## config.mk

```make
export PLATFORM = sky130hd
export DESIGN_NAME = i2c_write_ctrl_flat
export DESIGN_NICKNAME = d
export VERILOG_FILES = /design/src/rtl/i2c_write_ctrl_if.sv /design/src/rtl/i2c_write_ctrl.sv /design/src/flat_wrapper.sv
export SDC_FILE = /design/constraint.sdc
export NUM_CORES = 1
export LEC_CHECK = 0
export ABC_AREA = 1
export BUFFER_PORTS_ARGS = -buffer_cell sky130_fd_sc_hd__buf_2
export CORE_UTILIZATION = 35
export DETAILED_ROUTE_END_ITERATION = 6
export SLEW_MARGIN = 20
export SYNTH_ARGS = -nofsm -noshare
export SYNTH_HDL_FRONTEND = slang
export SYNTH_SLANG_ARGS = --single-unit
```

## constraint.sdc

```tcl
create_clock -name ref_clk -period 1.9 [get_ports ref_clk]
set_input_delay 0.19 -clock ref_clk [delete_from_list [all_inputs] [get_ports ref_clk]]
set_output_delay 0.19 -clock ref_clk [all_outputs]
set_load 0.01 [all_outputs]
```

## src/rtl/i2c_write_ctrl_if.sv

```systemverilog
`timescale 1ns/1ps
// ---------------------------------------------------------------------------
// i2c_write_ctrl_if
// Groups the request handshake and the I2C pad signals of the write sequencer.
//   start     request, honoured only while busy=0
//   dev_addr  7-bit slave address
//   reg_addr  register byte
//   wr_data   data byte
//   sda_i     SDA pad input (ACK sampling)
//   scl_oe    1 = pull SCL low, 0 = release
//   sda_oe    1 = pull SDA low, 0 = release
//   busy      transaction in progress
//   done      one-cycle pulse at end of transaction
//   ack_err   sticky NACK flag, cleared by the next accepted start
// Modports: master = sequencer side, slave = requester / pad side.
// ---------------------------------------------------------------------------
interface i2c_write_ctrl_if;
  logic       start;
  logic [6:0] dev_addr;
  logic [7:0] reg_addr;
  logic [7:0] wr_data;
  logic       sda_i;
  logic       scl_oe;
  logic       sda_oe;
  logic       busy;
  logic       done;
  logic       ack_err;

  modport master (
    input  start, dev_addr, reg_addr, wr_data, sda_i,
    output scl_oe, sda_oe, busy, done, ack_err
  );

  modport slave (
    output start, dev_addr, reg_addr, wr_data, sda_i,
    input  scl_oe, sda_oe, busy, done, ack_err
  );
endinterface

```

## src/rtl/i2c_write_ctrl.sv

```systemverilog
`timescale 1ns/1ps
// ---------------------------------------------------------------------------
// i2c_write_ctrl
// Single-master I2C write sequencer. One accepted request produces
// START, {dev_addr,W}, reg_addr, wr_data, STOP with an ACK slot after each
// byte. Every bus phase lasts one quarter SCL period of DIV ref_clk cycles.
// A NACK sets ack_err and cuts the transfer short with a STOP.
// Ports:
//   ref_clk  system clock
//   reset_n  asynchronous active-low reset (releases both lines at once)
//   bus      i2c_write_ctrl_if.master (request inputs, pad enables, status)
// ---------------------------------------------------------------------------
module i2c_write_ctrl #(
  parameter int DIV = 125
) (
  input  logic              ref_clk,
  input  logic              reset_n,
  i2c_write_ctrl_if.master  bus
);

  typedef enum logic [2:0] {
    ST_IDLE,
    ST_START,
    ST_BIT,
    ST_ACK,
    ST_STOP
  } state_t;

  localparam logic [15:0] LP_DIV_M1 = 16'(DIV - 1);

  state_t      r_state, w_state_nxt;
  logic [15:0] r_cnt;
  logic [1:0]  r_q, w_q_nxt;
  logic [2:0]  r_bit, w_bit_nxt;
  logic [1:0]  r_byte, w_byte_nxt;
  logic        r_ack_err, w_ack_err_nxt;
  logic        r_done, w_done_nxt;
  logic        r_busy;
  logic        r_scl_oe, r_sda_oe;
  logic        w_scl_oe_nxt, w_sda_oe_nxt;
  logic        w_tick, w_accept;
  logic [7:0]  w_byte_val;
  logic        w_bit_val;
  logic [6:0]  r_dev;
  logic [7:0]  r_reg, r_dat;

  // Pad enables for a given phase; returns {scl_oe, sda_oe}.
  // SCL is low in q0,q1 of every clocked phase; START keeps SCL high.
  function automatic logic [1:0] drive(input state_t st, input logic [1:0] q,
                                       input logic b);
    logic [1:0] r;
    r = 2'b00;
    case (st)
      ST_START: r = {1'b0, q[1]};
      ST_BIT:   r = {~q[1], ~b};
      ST_ACK:   r = {~q[1], 1'b0};
      ST_STOP:  r = {~q[1], (q != 2'd3)};
      default:  r = 2'b00;
    endcase
    return r;
  endfunction

  assign w_tick   = (r_state != ST_IDLE) && (r_cnt == LP_DIV_M1);
  assign w_accept = (r_state == ST_IDLE) && bus.start;

  always_comb begin
    w_state_nxt   = r_state;
    w_q_nxt       = r_q;
    w_bit_nxt     = r_bit;
    w_byte_nxt    = r_byte;
    w_ack_err_nxt = r_ack_err;
    w_done_nxt    = 1'b0;
    if (r_state == ST_IDLE) begin
      if (bus.start) begin
        w_state_nxt   = ST_START;
        w_q_nxt       = 2'd0;
        w_bit_nxt     = 3'd7;
        w_byte_nxt    = 2'd0;
        w_ack_err_nxt = 1'b0;
      end
    end else if (w_tick) begin
      w_q_nxt = r_q + 2'd1;
      case (r_state)
        ST_START: if (r_q == 2'd3) begin
          w_state_nxt = ST_BIT;
          w_bit_nxt   = 3'd7;
        end
        ST_BIT: if (r_q == 2'd3) begin
          if (r_bit == 3'd0) w_state_nxt = ST_ACK;
          else               w_bit_nxt   = r_bit - 3'd1;
        end
        ST_ACK: begin
          if ((r_q == 2'd2) && bus.sda_i) w_ack_err_nxt = 1'b1;
          // ack_err was registered at the q2 tick, so it is valid here.
          if (r_q == 2'd3) begin
            if (r_ack_err || (r_byte == 2'd2)) begin
              w_state_nxt = ST_STOP;
            end else begin
              w_state_nxt = ST_BIT;
              w_byte_nxt  = r_byte + 2'd1;
              w_bit_nxt   = 3'd7;
            end
          end
        end
        ST_STOP: if (r_q == 2'd3) begin
          w_state_nxt = ST_IDLE;
          w_done_nxt  = 1'b1;
        end
        default: w_state_nxt = ST_IDLE;
      endcase
    end
  end

  // Pad enables are registered from the next phase so the pads never see
  // decode glitches.
  always_comb begin
    case (w_byte_nxt)
      2'd0:    w_byte_val = {r_dev, 1'b0};
      2'd1:    w_byte_val = r_reg;
      default: w_byte_val = r_dat;
    endcase
    w_bit_val = w_byte_val[w_bit_nxt];
    {w_scl_oe_nxt, w_sda_oe_nxt} = drive(w_state_nxt, w_q_nxt, w_bit_val);
  end

  always_ff @(posedge ref_clk or negedge reset_n) begin
    if (!reset_n) begin
      r_state   <= ST_IDLE;
      r_cnt     <= 16'd0;
      r_q       <= 2'd0;
      r_bit     <= 3'd7;
      r_byte    <= 2'd0;
      r_ack_err <= 1'b0;
      r_done    <= 1'b0;
      r_busy    <= 1'b0;
      r_scl_oe  <= 1'b0;
      r_sda_oe  <= 1'b0;
    end else begin
      r_state   <= w_state_nxt;
      r_q       <= w_q_nxt;
      r_bit     <= w_bit_nxt;
      r_byte    <= w_byte_nxt;
      r_ack_err <= w_ack_err_nxt;
      r_done    <= w_done_nxt;
      r_busy    <= (w_state_nxt != ST_IDLE);
      r_scl_oe  <= w_scl_oe_nxt;
      r_sda_oe  <= w_sda_oe_nxt;
      if ((r_state == ST_IDLE) || w_tick) r_cnt <= 16'd0;
      else                                r_cnt <= r_cnt + 16'd1;
    end
  end

  // Request bytes are captured only on accept, so later input changes
  // cannot disturb a transfer in flight.
  always_ff @(posedge ref_clk) begin
    if (w_accept) begin
      r_dev <= bus.dev_addr;
      r_reg <= bus.reg_addr;
      r_dat <= bus.wr_data;
    end
  end

  assign bus.scl_oe  = r_scl_oe;
  assign bus.sda_oe  = r_sda_oe;
  assign bus.busy    = r_busy;
  assign bus.done    = r_done;
  assign bus.ack_err = r_ack_err;

endmodule

```

## src/flat_wrapper.sv

```systemverilog
// flat-port wrapper written by rule: the top's interface ports become plain ports
module i2c_write_ctrl_flat 
#(
  parameter int DIV = 125
)
  (ref_clk, reset_n, bus_start, bus_dev_addr, bus_reg_addr, bus_wr_data, bus_sda_i, bus_scl_oe, bus_sda_oe, bus_busy, bus_done, bus_ack_err);
  i2c_write_ctrl_if bus_i ();
  input  logic ref_clk;
  input  logic reset_n;
  input wire logic [$bits(bus_i.start)-1:0] bus_start;
  input wire logic [$bits(bus_i.dev_addr)-1:0] bus_dev_addr;
  input wire logic [$bits(bus_i.reg_addr)-1:0] bus_reg_addr;
  input wire logic [$bits(bus_i.wr_data)-1:0] bus_wr_data;
  input wire logic [$bits(bus_i.sda_i)-1:0] bus_sda_i;
  output wire logic [$bits(bus_i.scl_oe)-1:0] bus_scl_oe;
  output wire logic [$bits(bus_i.sda_oe)-1:0] bus_sda_oe;
  output wire logic [$bits(bus_i.busy)-1:0] bus_busy;
  output wire logic [$bits(bus_i.done)-1:0] bus_done;
  output wire logic [$bits(bus_i.ack_err)-1:0] bus_ack_err;
  assign bus_i.start = bus_start;
  assign bus_i.dev_addr = bus_dev_addr;
  assign bus_i.reg_addr = bus_reg_addr;
  assign bus_i.wr_data = bus_wr_data;
  assign bus_i.sda_i = bus_sda_i;
  assign bus_scl_oe = bus_i.scl_oe;
  assign bus_sda_oe = bus_i.sda_oe;
  assign bus_busy = bus_i.busy;
  assign bus_done = bus_i.done;
  assign bus_ack_err = bus_i.ack_err;
  i2c_write_ctrl #(.DIV(DIV)) u_core (.ref_clk(ref_clk), .reset_n(reset_n), .bus(bus_i));
endmodule
```

# After elaboration in Yosys (flattened, before gate mapping)
# Index checks and enable logic that the tools add are counted.
[totals] regBits=54 wordCells=91 out_inout_bits=5 in_bits=27
[op_classes] n_addsub=4 bitwise=2 mux=42 eq_ne=15 reduce_logical=14 order_cmp=1
[ops] cell="3-bit two-way mux" n=17
[ops] cell="2-bit two-way mux" n=9
[ops] cell="16-bit by 1-bit adder with 16-bit output (second input constant)" n=1
[ops] cell="16-bit by 7-bit == test with 1-bit output (second input constant)" n=1
[ops] cell="16-bit two-way mux" n=1
[ops] cell="8-bit case mux with 2 select lines" n=1
[ops] cell="3-bit by 2-bit == test with 1-bit output (second input constant)" n=4
[ops] cell="3-bit case mux with 4 select lines" n=1
[ops] cell="1-bit two-way mux" n=10
[ops] cell="3-bit case mux with 3 select lines" n=1
[ops] cell="2-bit case mux with 4 select lines" n=1
[ops] cell="2-bit == test (second input constant)" n=3
[ops] cell="3-bit by 1-bit == test with 1-bit output (second input constant)" n=2
[ops] cell="3-bit == test (second input constant)" n=2
[ops] cell="3-bit logical NOT" n=2
[ops] cell="2-bit nonzero test" n=3
[ops] cell="3-bit nonzero test" n=2
[ops] cell="2-bit by 1-bit adder with 2-bit output (second input constant)" n=2
[ops] cell="3-bit by 4-bit < comparator with 1-bit output (second input constant)" n=1
[ops] cell="2-bit != test (second input constant)" n=2
[ops] cell="4-bit AND reduction" n=1
[ops] cell="1-bit binary-select mux with 3-bit select" n=1
[ops] cell="1-bit logical AND" n=3
[ops] cell="3-bit by 1-bit subtractor with 3-bit output (second input constant)" n=1
[ops] cell="other kinds (4)" n=6

# Depth between registers and ports, before layout
# Gate-level depths: netlist of the first run.
[logic_depth] ltp_word=13 mapped_depth=18 mapped_depth_nobuf=17

# Least setup slack after synthesis of the first run
# OpenSTA, ideal clock, no wires.
[synth_path] path_type="reg2reg" from="register u_core.r_state[1]" to="register u_core.r_sda_oe, in the netlist u_core.bus.sda_oe" required_ps=1835 slack_ps=-142 path_stages_with_launch=11 period_less_slack_ps=2042 setup_time_ps=65 path_buffers=0 t_arrival_ps=1977 cell_sequence="dfrtp_1 nor2_2 nand2_4 inv_4 nand2_4 inv_1 o21ai_0 o21ai_0 o21ai_0 o21a_1 nand2_1"
[synth_via] elab_chain_cells=10 word_cells_on_any_way=36 classes_between="eq/ne (10); mux (21); bitwise (1); reduce/logical (4)"
[synth_rtl] item="start, declared" line_no="i2c_write_ctrl.sv:31" text="state_t r_state, w_state_nxt;"
[synth_rtl] item="start signal, assigned" line_no="i2c_write_ctrl.sv:139" text="r_state <= w_state_nxt;"
[synth_rtl] item="3-bit by 2-bit == test with 1-bit output or 3-bit nonzero test (tied branches)" line_no="i2c_write_ctrl.sv:83, i2c_write_ctrl.sv:63"
[synth_rtl] item="2-bit two-way mux or 1-bit logical AND (tied branches)" line_no="i2c_write_ctrl.sv:83, i2c_write_ctrl.sv:63"
[synth_rtl] item="2-bit two-way mux" line_no="i2c_write_ctrl.sv:81" text="end else if (w_tick) begin"
[synth_rtl] item="2-bit two-way mux" line_no="i2c_write_ctrl.sv:73" text="if (r_state == ST_IDLE) begin"
[synth_rtl] item="2-bit by 1-bit == test with 1-bit output or 2-bit logical NOT (tied branches)" line_no="i2c_write_ctrl.sv:117" text="case (w_byte_nxt)"
[synth_rtl] item="8-bit case mux with 2 select lines" line_no="i2c_write_ctrl.sv:117"
[synth_rtl] item="1-bit binary-select mux with 3-bit select" line_no="i2c_write_ctrl.sv:122" text="w_bit_val = w_byte_val[w_bit_nxt];"
[synth_rtl] item="1-bit two-way mux (implied by the code)" line_no="i2c_write_ctrl.sv:122"
[synth_rtl] item="1-bit inverter" line_no="i2c_write_ctrl.sv:55" text="ST_BIT: r = {~q[1], ~b};"
[synth_rtl] item="2-bit case mux with 4 select lines (*)" line_no="i2c_write_ctrl.sv:53" text="case (st)"
[synth_rtl] item="net u_core.w_sda_oe_nxt" line_no="i2c_write_ctrl.sv:40" text="logic w_scl_oe_nxt, w_sda_oe_nxt;"
[synth_rtl] item="end signal, assigned" line_no="i2c_write_ctrl.sv:147" text="r_sda_oe <= w_sda_oe_nxt;"
[synth_rtl] item="end, declared" line_no="i2c_write_ctrl.sv:39" text="logic r_scl_oe, r_sda_oe;"
# The timed path passes the listed nets; every way through them passes the cells marked *. The select of a mux whose other input is x is not followed.
# A chain may end at the register's enable or synchronous reset.

# Worst setup path in the final report of the first run
[layout_path] from="register u_core.r_cnt[0]" to="register u_core.r_sda_oe, in the netlist u_core.bus.sda_oe"
[layout_via] elab_chain_cells=10 word_cells_on_any_way=22 classes_between="eq/ne (7); mux (12); bitwise (1); reduce/logical (2)"
[layout_rtl] item="start, declared" line_no="i2c_write_ctrl.sv:32" text="logic [15:0] r_cnt;"
[layout_rtl] item="start signal, assigned" line_no="i2c_write_ctrl.sv:149" text="else r_cnt <= r_cnt + 16'd1;"
[layout_rtl] item="16-bit by 7-bit == test with 1-bit output (*)" line_no="i2c_write_ctrl.sv:63" text="assign w_tick = (r_state != ST_IDLE) && (r_cnt == LP_DIV_M1);"
[layout_rtl] item="1-bit logical AND (*)" line_no="i2c_write_ctrl.sv:63"
[layout_rtl] item="2-bit two-way mux" line_no="i2c_write_ctrl.sv:81"
[layout_rtl] item="2-bit two-way mux" line_no="i2c_write_ctrl.sv:73"
[layout_rtl] item="2-bit by 1-bit == test with 1-bit output or 2-bit logical NOT (tied branches)" line_no="i2c_write_ctrl.sv:117"
[layout_rtl] item="8-bit case mux with 2 select lines" line_no="i2c_write_ctrl.sv:117"
[layout_rtl] item="1-bit binary-select mux with 3-bit select" line_no="i2c_write_ctrl.sv:122"
[layout_rtl] item="1-bit two-way mux (implied by the code)" line_no="i2c_write_ctrl.sv:122"
[layout_rtl] item="1-bit inverter" line_no="i2c_write_ctrl.sv:55"
[layout_rtl] item="2-bit case mux with 4 select lines (*)" line_no="i2c_write_ctrl.sv:53"
[layout_rtl] item="net u_core.w_sda_oe_nxt" line_no="i2c_write_ctrl.sv:40"
# Marked as above.

==> results.md, run 1 <==
Die:
- 32 I/O pins were placed.
- Row generation in the floorplan step produced 33 rows.
- In this run the vertical extent of the chip is 95.2 um.
- The initial standard-cell utilization of the core is 0.367.
- The chip width is 95.2 um.
- The area of the placeable core is 8300 um2.
- The die footprint is 9070 um2.

Worst setup path:
- The worst register-to-register path begins at u_core.r_cnt[0]$_DFF_PN0_.
- Walking the worst path, the cells encountered are inv_1 -> ha_2 -> inv_2 -> nor2_1 -> nand2_1 -> nor2_4 -> nand4_4 -> nand2_8 -> nor2_1 -> nor2_1 -> nand3_1 -> nand3_1 -> nand3_1 -> nand3_2 -> nand2_1.
- STA classifies the critical path endpoint as a flip-flop.
- The kind of critical path is reg2reg.
- The peak fanout along the critical path is 20.
- Among all stages on the critical path, the largest delay is contributed by sky130_fd_sc_hd__dfrtp_1.
- The depth of the critical timing path with buffers and inverters included is 15.
- The number of buffer and inverter instances along the worst setup path is 2.
- The required time at the endpoint of the critical path is 2.11 ns.
- The worst register-to-register path has a depth of 15.
- The largest stage delay on the critical path is 0.39 ns.
- Data on the critical path arrives at its endpoint at 2.22 ns.
- In this run the worst setup path begins at u_core.r_cnt[0]$_DFF_PN0_.
- The startpoint kind of the worst setup timing path is a flip-flop.
- Grouping stages by cell kind, the critical path spends the most delay in simple AND/OR/NAND/NOR gates.

Detailed routing:
- Wires add up to 7050 um.
- For this block, the via count after detailed routing is 2609.
- The final routed wire length divided by cell count is 12.6 um.
- Once detail routing completed, the nets flagged for antenna violations numbered 0.
- The detailed router finished its first iteration with 142 violations.
- After detailed routing, the number of remaining DRC violations is 0.
- The detail-routed via count per cell is 4.67.
- The detailed-router iteration count before antenna repair is 4.

Clock network:
- Counting every sink on the clock net gives 54.
- The TritonCTS clock tree is done.
- The H-tree was split into 2 levels.
- The number of buffers on the longest clock path is 2.
- The clock buffer count from CTS is 5.
- The cell at the root of the clock tree is sky130_fd_sc_hd__clkbuf_8.
- The source-to-sink clock delay at the later pin of the worst-skew pair is 0.31 ns.
- Clock-pin slew was measured on the worst setup and hold paths at 0.10 ns.

Layout:
- For this run, the share of the core covered by cells in the final layout is 0.515.
- The count of antenna diodes in the layout is 0.
- In the final layout, the share of cells above drive strength 1 is 0.454.
- The post-route cell area is 4270 um2.
- After the last flow step, the layout net total stands at 487.
- The number of fill cells in the layout is 766.
- The number of flip-flops under the largest register name is 16.
- The layout-stage area growth over the synthesis result is 40.3%.

Power and ir drop:
- The analysis attributes to cell leakage a power of 1.99 nW.
- After layout, the design draws a total of 2.03 mW.
- The power per unit of standard cell area is 476 nW/um2.
- The maximum VDD drop is 0.000382 V.

Synthesis:
- The number of nets in the synthesized netlist is 377.
- The synthesized netlist contains 43 unique library cells.
- The total of flip-flops plus latches after synthesis is 54.
- The cell count after synthesis came out at 343.
- The most used flip-flop cell after synthesis is sky130_fd_sc_hd__dfrtp_1.
- The average size of a mapped cell is 8.87 um2.
- The sequential-to-total area share from yosys stat is 0.483.
- After synthesis the cells add up to 3040 um2.
- Yosys printed 0 warnings.
- For this run, asynchronously set or reset flops after synthesis account for 0.574.
- The number of flops mapped to enable cells by yosys is 23.

Timing:
- The final-report hold violation count is 0.
- The number of pins with negative max-slew slack in the final report came to 0.
- The actual slew at the worst max-slew pin is 0.761 ns.
- Clock skew on the completed layout was measured at 0.0134 ns.
- The post-route minimum period is 2.01 ns.
- Setup repair after global routing could not meet its margin everywhere.
- Derived from the worst setup path, the maximum achievable clock frequency is 498 MHz.
- The number of setup violations in the final report is 1.
- The normalized max-slew margin is 0.493.
- Dividing the final minimum period by the clock period gives 1.06.
- The smallest setup slack after layout is -0.108 ns.

Global routing:
- In the global route stage, overall resource usage came out at 0.165.
- The maximum number of pins on one net before global-route repair is 32.
- The global route total overflow is 0.
- The via count of the first global-routing pass came to 2561.
- The initial antenna violation count is 0.
- The first global-routing pass estimated 11600 um of wire.

Outcome:
- The checks that failed: setup timing.
- The run finished, with violations left.

Min path:
- The critical hold path startpoint is bus_reg_addr[6].
- The cell count of the worst hold path is 1.
- The class of the tightest hold or removal check is in2reg.

Run:
- Max-cap violations in this run came to 0.

Place:
- The total cell area at the placement stage is 3830 um2.
- The pre-CTS setup slack is -0.178 ns.
- Buffers placed on the I/O ports in this run total 31.
- Summed over all nets, the half-perimeter wirelength after detailed placement is 5210 um.
- Routability-driven placement finished with a final weighted congestion of 0.842.
[cell type report]
cell class	count	area [um2]	share of cell area
well taps	105	131	0.0308
clock inverters	2	37.5	0.00879
multi-input cells	232	1610	0.376
repair buffers	106	736	0.172
flip-flops and latches	54	1480	0.345
inverters	54	211	0.0495
clock buffers	6	72.6	0.0170
[Yosys cell counts (all sizes together), types with 4 or more instances]
| cell | n | area, um2 |
|---|---|---|
| ha | 7 | 87.6 |
| a21oi | 9 | 45.0 |
| inv | 54 | 208 |
| dfrtp | 28 | 701 |
| nor3 | 13 | 91.3 |
| edfxtp | 23 | 691 |
| nor4 | 4 | 25.0 |
| nor2 | 57 | 268 |
| nand3b | 18 | 135 |
| nand4 | 5 | 52.6 |
| o21ai | 12 | 67.6 |
| nand3 | 29 | 168 |
| nand2 | 62 | 273 |
[what timing repair did]
action | CTS | global route
hold buffers | 1 | 0
cloned | 0 | 1
gates resized for setup | 15 | 53
setup buffers | 2 | 4
pin swaps | 9 | 12
endpoints found under the setup margin | 4 | 32
hold endpoints to repair | 28 | 0
[final timing paths]
kind	slack [ns]	end
min	0.05	u_core.r_reg[6]$_DFFE_PP_
min in group asynchronous	0.47	u_core.r_cnt[4]$_DFF_PN0_
max reg2reg	-0.11	u_core.bus.sda_oe$_DFF_PN0_
max	-0.11	u_core.bus.sda_oe$_DFF_PN0_
min reg2reg	0.57	u_core.bus.ack_err$_DFFE_PN0P_
max in group asynchronous	0.89	u_core.r_state[2]$_DFF_PN0_
[cell families (layout without fill, tap and decap cells)]
| group | Yosys count | count (layout) | share of synthesized area |
|---|---|---|---|
| buffers and inverters | 58 | 168 | 0.0785 |
| AO/OA/AOI/OAI | 29 | 29 | 0.0588 |
| AND/OR/NAND/NOR | 192 | 193 | 0.342 |
| XOR/XNOR | 3 | 3 | 0.00864 |
| adder cells (fa/ha/maj) | 7 | 7 | 0.0288 |
| flip-flops | 54 | 54 | 0.483 |
[per-stage QoR]
stage | hold slack, ns | setup TNS (ns) | instances
floorplan | -0.106 | 0 | 343
global placement | 0.289 | -0.170 | 543
detailed placement | 0.309 | -0.215 | 543
CTS | 0.0409 | -0.106 | 554
global route | 0.0379 | -1.32 | 559
finish | 0.0545 | -0.108 | 559
[power by group]
group / switching, mW / leakage (nW) / total [mW] / internal (mW)
sequential: 0 / 0.593 / 1.22 / 1.22
clock: 0.380 / 0.0514 / 0.773 / 0.394
combinational: 0.0214 / 1.34 / 0.0411 / 0.0196
total: 0.401 / 1.99 / 2.03 / 1.63
[cell usage in the layout (no fill, tap or decap), types with 8 or more instances in the layout]
| cell | instances |
|---|---|
| sky130_fd_sc_hd__nand2_1 | 44 |
| sky130_fd_sc_hd__inv_1 | 41 |
| sky130_fd_sc_hd__inv_2 | 10 |
| sky130_fd_sc_hd__buf_2 | 31 |
| sky130_fd_sc_hd__nand3b_1 | 18 |
| sky130_fd_sc_hd__a21oi_1 | 8 |
| sky130_fd_sc_hd__nand2_2 | 13 |
| sky130_fd_sc_hd__dfrtp_1 | 24 |
| sky130_fd_sc_hd__nor2_1 | 35 |
| sky130_fd_sc_hd__nor2_2 | 14 |
| sky130_fd_sc_hd__edfxtp_1 | 23 |
| sky130_fd_sc_hd__nand3_1 | 20 |
| sky130_fd_sc_hd__buf_4 | 70 |
[per-layer routing]
layer	routed length, um	track usage	vias up
li1	-	-	1352
met1	3080	0.201	1197
met2	3650	0.303	47
met3	206	0.0263	13
met4	117	0.0379	0
met5	0	0	-
Note: power is estimated with default switching activity, not from simulation.
==> run 2: changes to the inputs <==
- BUFFER_PORTS_ARGS: -buffer_cell sky130_fd_sc_hd__buf_2 -> -buffer_cell sky130_fd_sc_hd__buf_4
==> run 2 against run 1 <==
The run still ends with setup timing left. Sequential power is essentially flat. Combinational power grew 34%. Clock power down 15%. Count of clock-buffer cells in the layout is the same. Global-route usage increased by 0.27 points. Utilization is 1.4 points higher. Critical path depth did not move. Sequential share of layout area is 0.93 points lower. Routed wire length up 2.6%. Critical path type unchanged. Critical endpoint unchanged. Largest cell class unchanged. Largest power group unchanged.
==> results.md, run 2 (same netlist as run 1, synthesis figures left out) <==
Min path:
- In this run the worst hold path is classified as in2reg.

Timing:
- The highest clock rate is 490 MHz (-1.6%).
- The actual slew at the worst max-slew pin is 0.409 ns (-0.353 ns).
- The final critical-path share of the clock period was 1.07 (+0.0175).
- The normalized max-slew margin was 0.728 (+0.235).
- Setup repair after global routing could not meet its margin everywhere.
- The final-report hold violation count is 0 (unchanged).
- The number of setup violations in the final report is 2 (+1).
- The post-route minimum period came to 2.04 ns (+0.0332 ns).
- The worst clock skew on the final layout came to 0.0115 ns (-0.00183 ns).
- The smallest setup slack after layout came to -0.141 ns (-0.0332 ns).
- The total negative slack is -0.165 ns (-0.0573 ns).
- The number of pins with negative max-slew slack in the final report was 0 (unchanged).

Detailed routing:
- The number of DRC markers after the initial detailed-route iteration is 154 (+8.5%).
- The total DRC errors in the routed layout is 0 (unchanged).
- The detail-routed via count per cell is 4.71 (+0.93%).
- The total via count in the routed design is 2652 (+1.6%).
- The final routed wire length divided by cell count is 12.8 um (+1.9%).
- The antenna violation net count after detailed routing came to 0 (unchanged).
- The detailed-router iteration count before antenna repair came to 5 (+1).
- The detailed-route wire length is 7230 um (+2.6%).

Worst setup path:
- On the critical path, the stage with the largest delay is an instance of sky130_fd_sc_hd__dfrtp_1.
- The largest stage delay on the critical path is 0.42 ns (+0.03 ns).
- The source of the critical timing path is u_core.r_cnt[11]$_DFF_PN0_.
- The worst setup path is of the reg2reg kind.
- The cell depth of the worst flop-to-flop path is 15 (unchanged).
- The kind of cell with the highest combined delay along the critical path is simple AND/OR/NAND/NOR gates.
- The worst setup path is launched from a flip-flop.
- The arrival time reported for the critical path endpoint is 2.28 ns (+0.06 ns).
- The number of buffer and inverter instances along the worst setup path is 3 (+1).
- The endpoint kind of the worst setup timing path is a flip-flop.
- The capture point of the worst path is u_core.bus.sda_oe$_DFF_PN0_.
- The signal on the critical path passes through nor2_2 -> nand2_1 -> nor2_4 -> buf_4 -> nand4_4 -> nand2_4 -> buf_6 -> nand3b_1 -> nand2_1 -> inv_1 -> nand3_1 -> nand3_2 -> nand3_2 -> nand3_2 -> nand2_1.
- The peak fanout along the critical path came to 3 (-85%).
- The reg-to-reg setup timing slack was -0.14 ns (-0.03 ns).
- The required time at the endpoint of the critical path is 2.14 ns (+0.03 ns).
- The startpoint identified for the worst register-to-register timing path is u_core.r_cnt[11]$_DFF_PN0_.
- The depth of the critical timing path with buffers and inverters included came to 15 (unchanged).
- In this run the critical register-to-register path is captured at u_core.bus.sda_oe$_DFF_PN0_.

Global routing:
- The maximum number of pins on one net before global-route repair came to 32 (unchanged).
- The via count of the first global-routing pass is 2548 (-0.51%).
- The initial antenna violation count came to 0 (unchanged).
- The total routing usage reported by global routing is 0.168 (+0.00266).
- The global route total overflow is 0 (unchanged).
- The wire length of the first global-routing pass is 11600 um (+0.78%).

Clock network:
- The source-to-sink clock delay at the later pin of the worst-skew pair is 0.31 ns (about the same).
- The number of clock sinks is 54 (unchanged).
- The root buffer cell chosen for the clock tree is sky130_fd_sc_hd__clkbuf_8.
- The clock buffer count from CTS came to 5 (unchanged).
- The H-tree depth is 2 (unchanged).
- The clock slew seen by the registers of the worst setup and hold paths was 0.10 ns (about the same).
- The number of buffers on the longest clock path came to 2 (unchanged).
- The TritonCTS clock tree is done.

Layout:
- The total number of nets in the final design is 491 (+0.82%).
- The post-route cell area is 4390 um2 (+2.8%).
- Leaving out fill and tap cells, the most frequent cell in the layout is sky130_fd_sc_hd__buf_4.
- The count of antenna diodes in the layout is 0 (unchanged).
- The layout-stage area growth over the synthesis result is 44.2%.
- The number of flip-flops under the largest register name is 16 (unchanged).
- The fraction of final layout cells sized beyond drive strength 1 is 0.472 (+0.0179).
- The top cell types in the final layout, fill and taps aside, are 100 x sky130_fd_sc_hd__buf_4, 43 x sky130_fd_sc_hd__nand2_1, 37 x sky130_fd_sc_hd__inv_1, 34 x sky130_fd_sc_hd__nor2_1, 24 x sky130_fd_sc_hd__dfrtp_1.

Power and ir drop:
- The maximum VDD drop was 0.000298 V (-22%).
- The static leakage is 1.99 nW (+0.35%).
- The power per unit of standard cell area is 440 nW/um2 (-7.5%).

Outcome:
- The final reports fail on setup timing.
- The flow ran to the end, but the final reports show violations.

Place:
- The placer's final routability congestion estimate is 0.839 (-0.31%).
- The half-perimeter wire length of the detailed placement result is 5190 um (-0.28%).
- The count of input and output buffers was 31 (unchanged).
- The total cell area at the placement stage is 3930 um2 (+2.5%).

Die:
- The die footprint is 9070 um2 (unchanged).
- The I/O pin total came to 32 (unchanged).
- The placement row count is 33 (unchanged).
- The floorplan die height is 95.2 um (unchanged).
- The chip width came to 95.2 um (unchanged).
- The initial standard-cell utilization of the core was 0.367 (unchanged).
- The area of the placeable core is 8300 um2 (unchanged).

Run:
- The count of maximum capacitance violations was 0 (unchanged).
run 2: changes by cell type in the layout (fill, tap and decap cells not counted), moves of 2 or more:
cell                      delta
sky130_fd_sc_hd__nor2_4      +3
sky130_fd_sc_hd__nand2_4     +2
sky130_fd_sc_hd__nand3_2     +2
sky130_fd_sc_hd__buf_6       +2
sky130_fd_sc_hd__buf_4      +30
sky130_fd_sc_hd__inv_1       -4
sky130_fd_sc_hd__nand3_1     -2
sky130_fd_sc_hd__buf_2      -31
sky130_fd_sc_hd__nor2_2      -2
sky130_fd_sc_hd__inv_2       +4
sky130_fd_sc_hd__nor4_4      -2
run 2: power breakdown:
part	leakage, nW	internal, mW	switching, mW
logic	1.35	0.0345	0.0206
registers	0.593	1.22	0
clock network	0.0458	0.268	0.390
run 2: layout make-up:
| type | count | area [um2] |
|---|---|---|
| Clock buffer | 6 | 72.6 |
| Clock inverter | 2 | 17.5 |
| Fill cell | 756 | 3910 |
| Inverter | 54 | 211 |
| Multi-Input combinational cell | 234 | 1630 |
| Sequential cell | 54 | 1480 |
| Tap cell | 105 | 131 |
| Timing Repair Buffer | 108 | 848 |
run 2: worst min path at each step:
stage | cells after the start | end | start
6_report | 1 | u_core.r_dev[0]$_DFFE_PP_ | bus_dev_addr[0]
5_1_grt | 1 | u_core.r_dev[6]$_DFFE_PP_ | bus_dev_addr[6]
4_1_cts | 1 | u_core.r_dev[0]$_DFFE_PP_ | bus_dev_addr[0]
3_5_place_dp | 1 | u_core.r_cnt[2]$_DFF_PN0_ | reset_n
3_3_place_gp | 1 | u_core.r_cnt[3]$_DFF_PN0_ | reset_n
2_1_floorplan | 0 | u_core.bus.ack_err$_DFFE_PN0P_ | reset_n
run 2: repair_timing:
action                     CTS  global route
hold buffers                 1             0
pin swaps                    2            33
resized for setup            9            67
setup endpoints to repair    3            33
hold endpoints to repair    28             0
buffers inserted             0             8
gates cloned                 0             3
run 2: metal layers:
metal	global-route usage	share of wire	up-vias
li1	-	-	1357
met1	0.216	0.44	1232
met2	0.292	0.51	50
met3	0.0287	0.032	13
met4	0.0379	0.020	0
met5	0	0	-
run 2: through the flow:
stage	setup slack [ns]	instances	util	hold WS (ns)	power (mW)
floorplan	0.00645	343	-	-0.106	1.24
global placement	-0.110	544	0.473	0.153	1.30
detailed placement	-0.167	544	0.473	0.156	1.30
CTS	-0.0955	553	0.489	0.0390	1.96
global route	-0.245	563	0.529	0.0278	2.02
finish	-0.141	563	0.529	0.0570	1.93
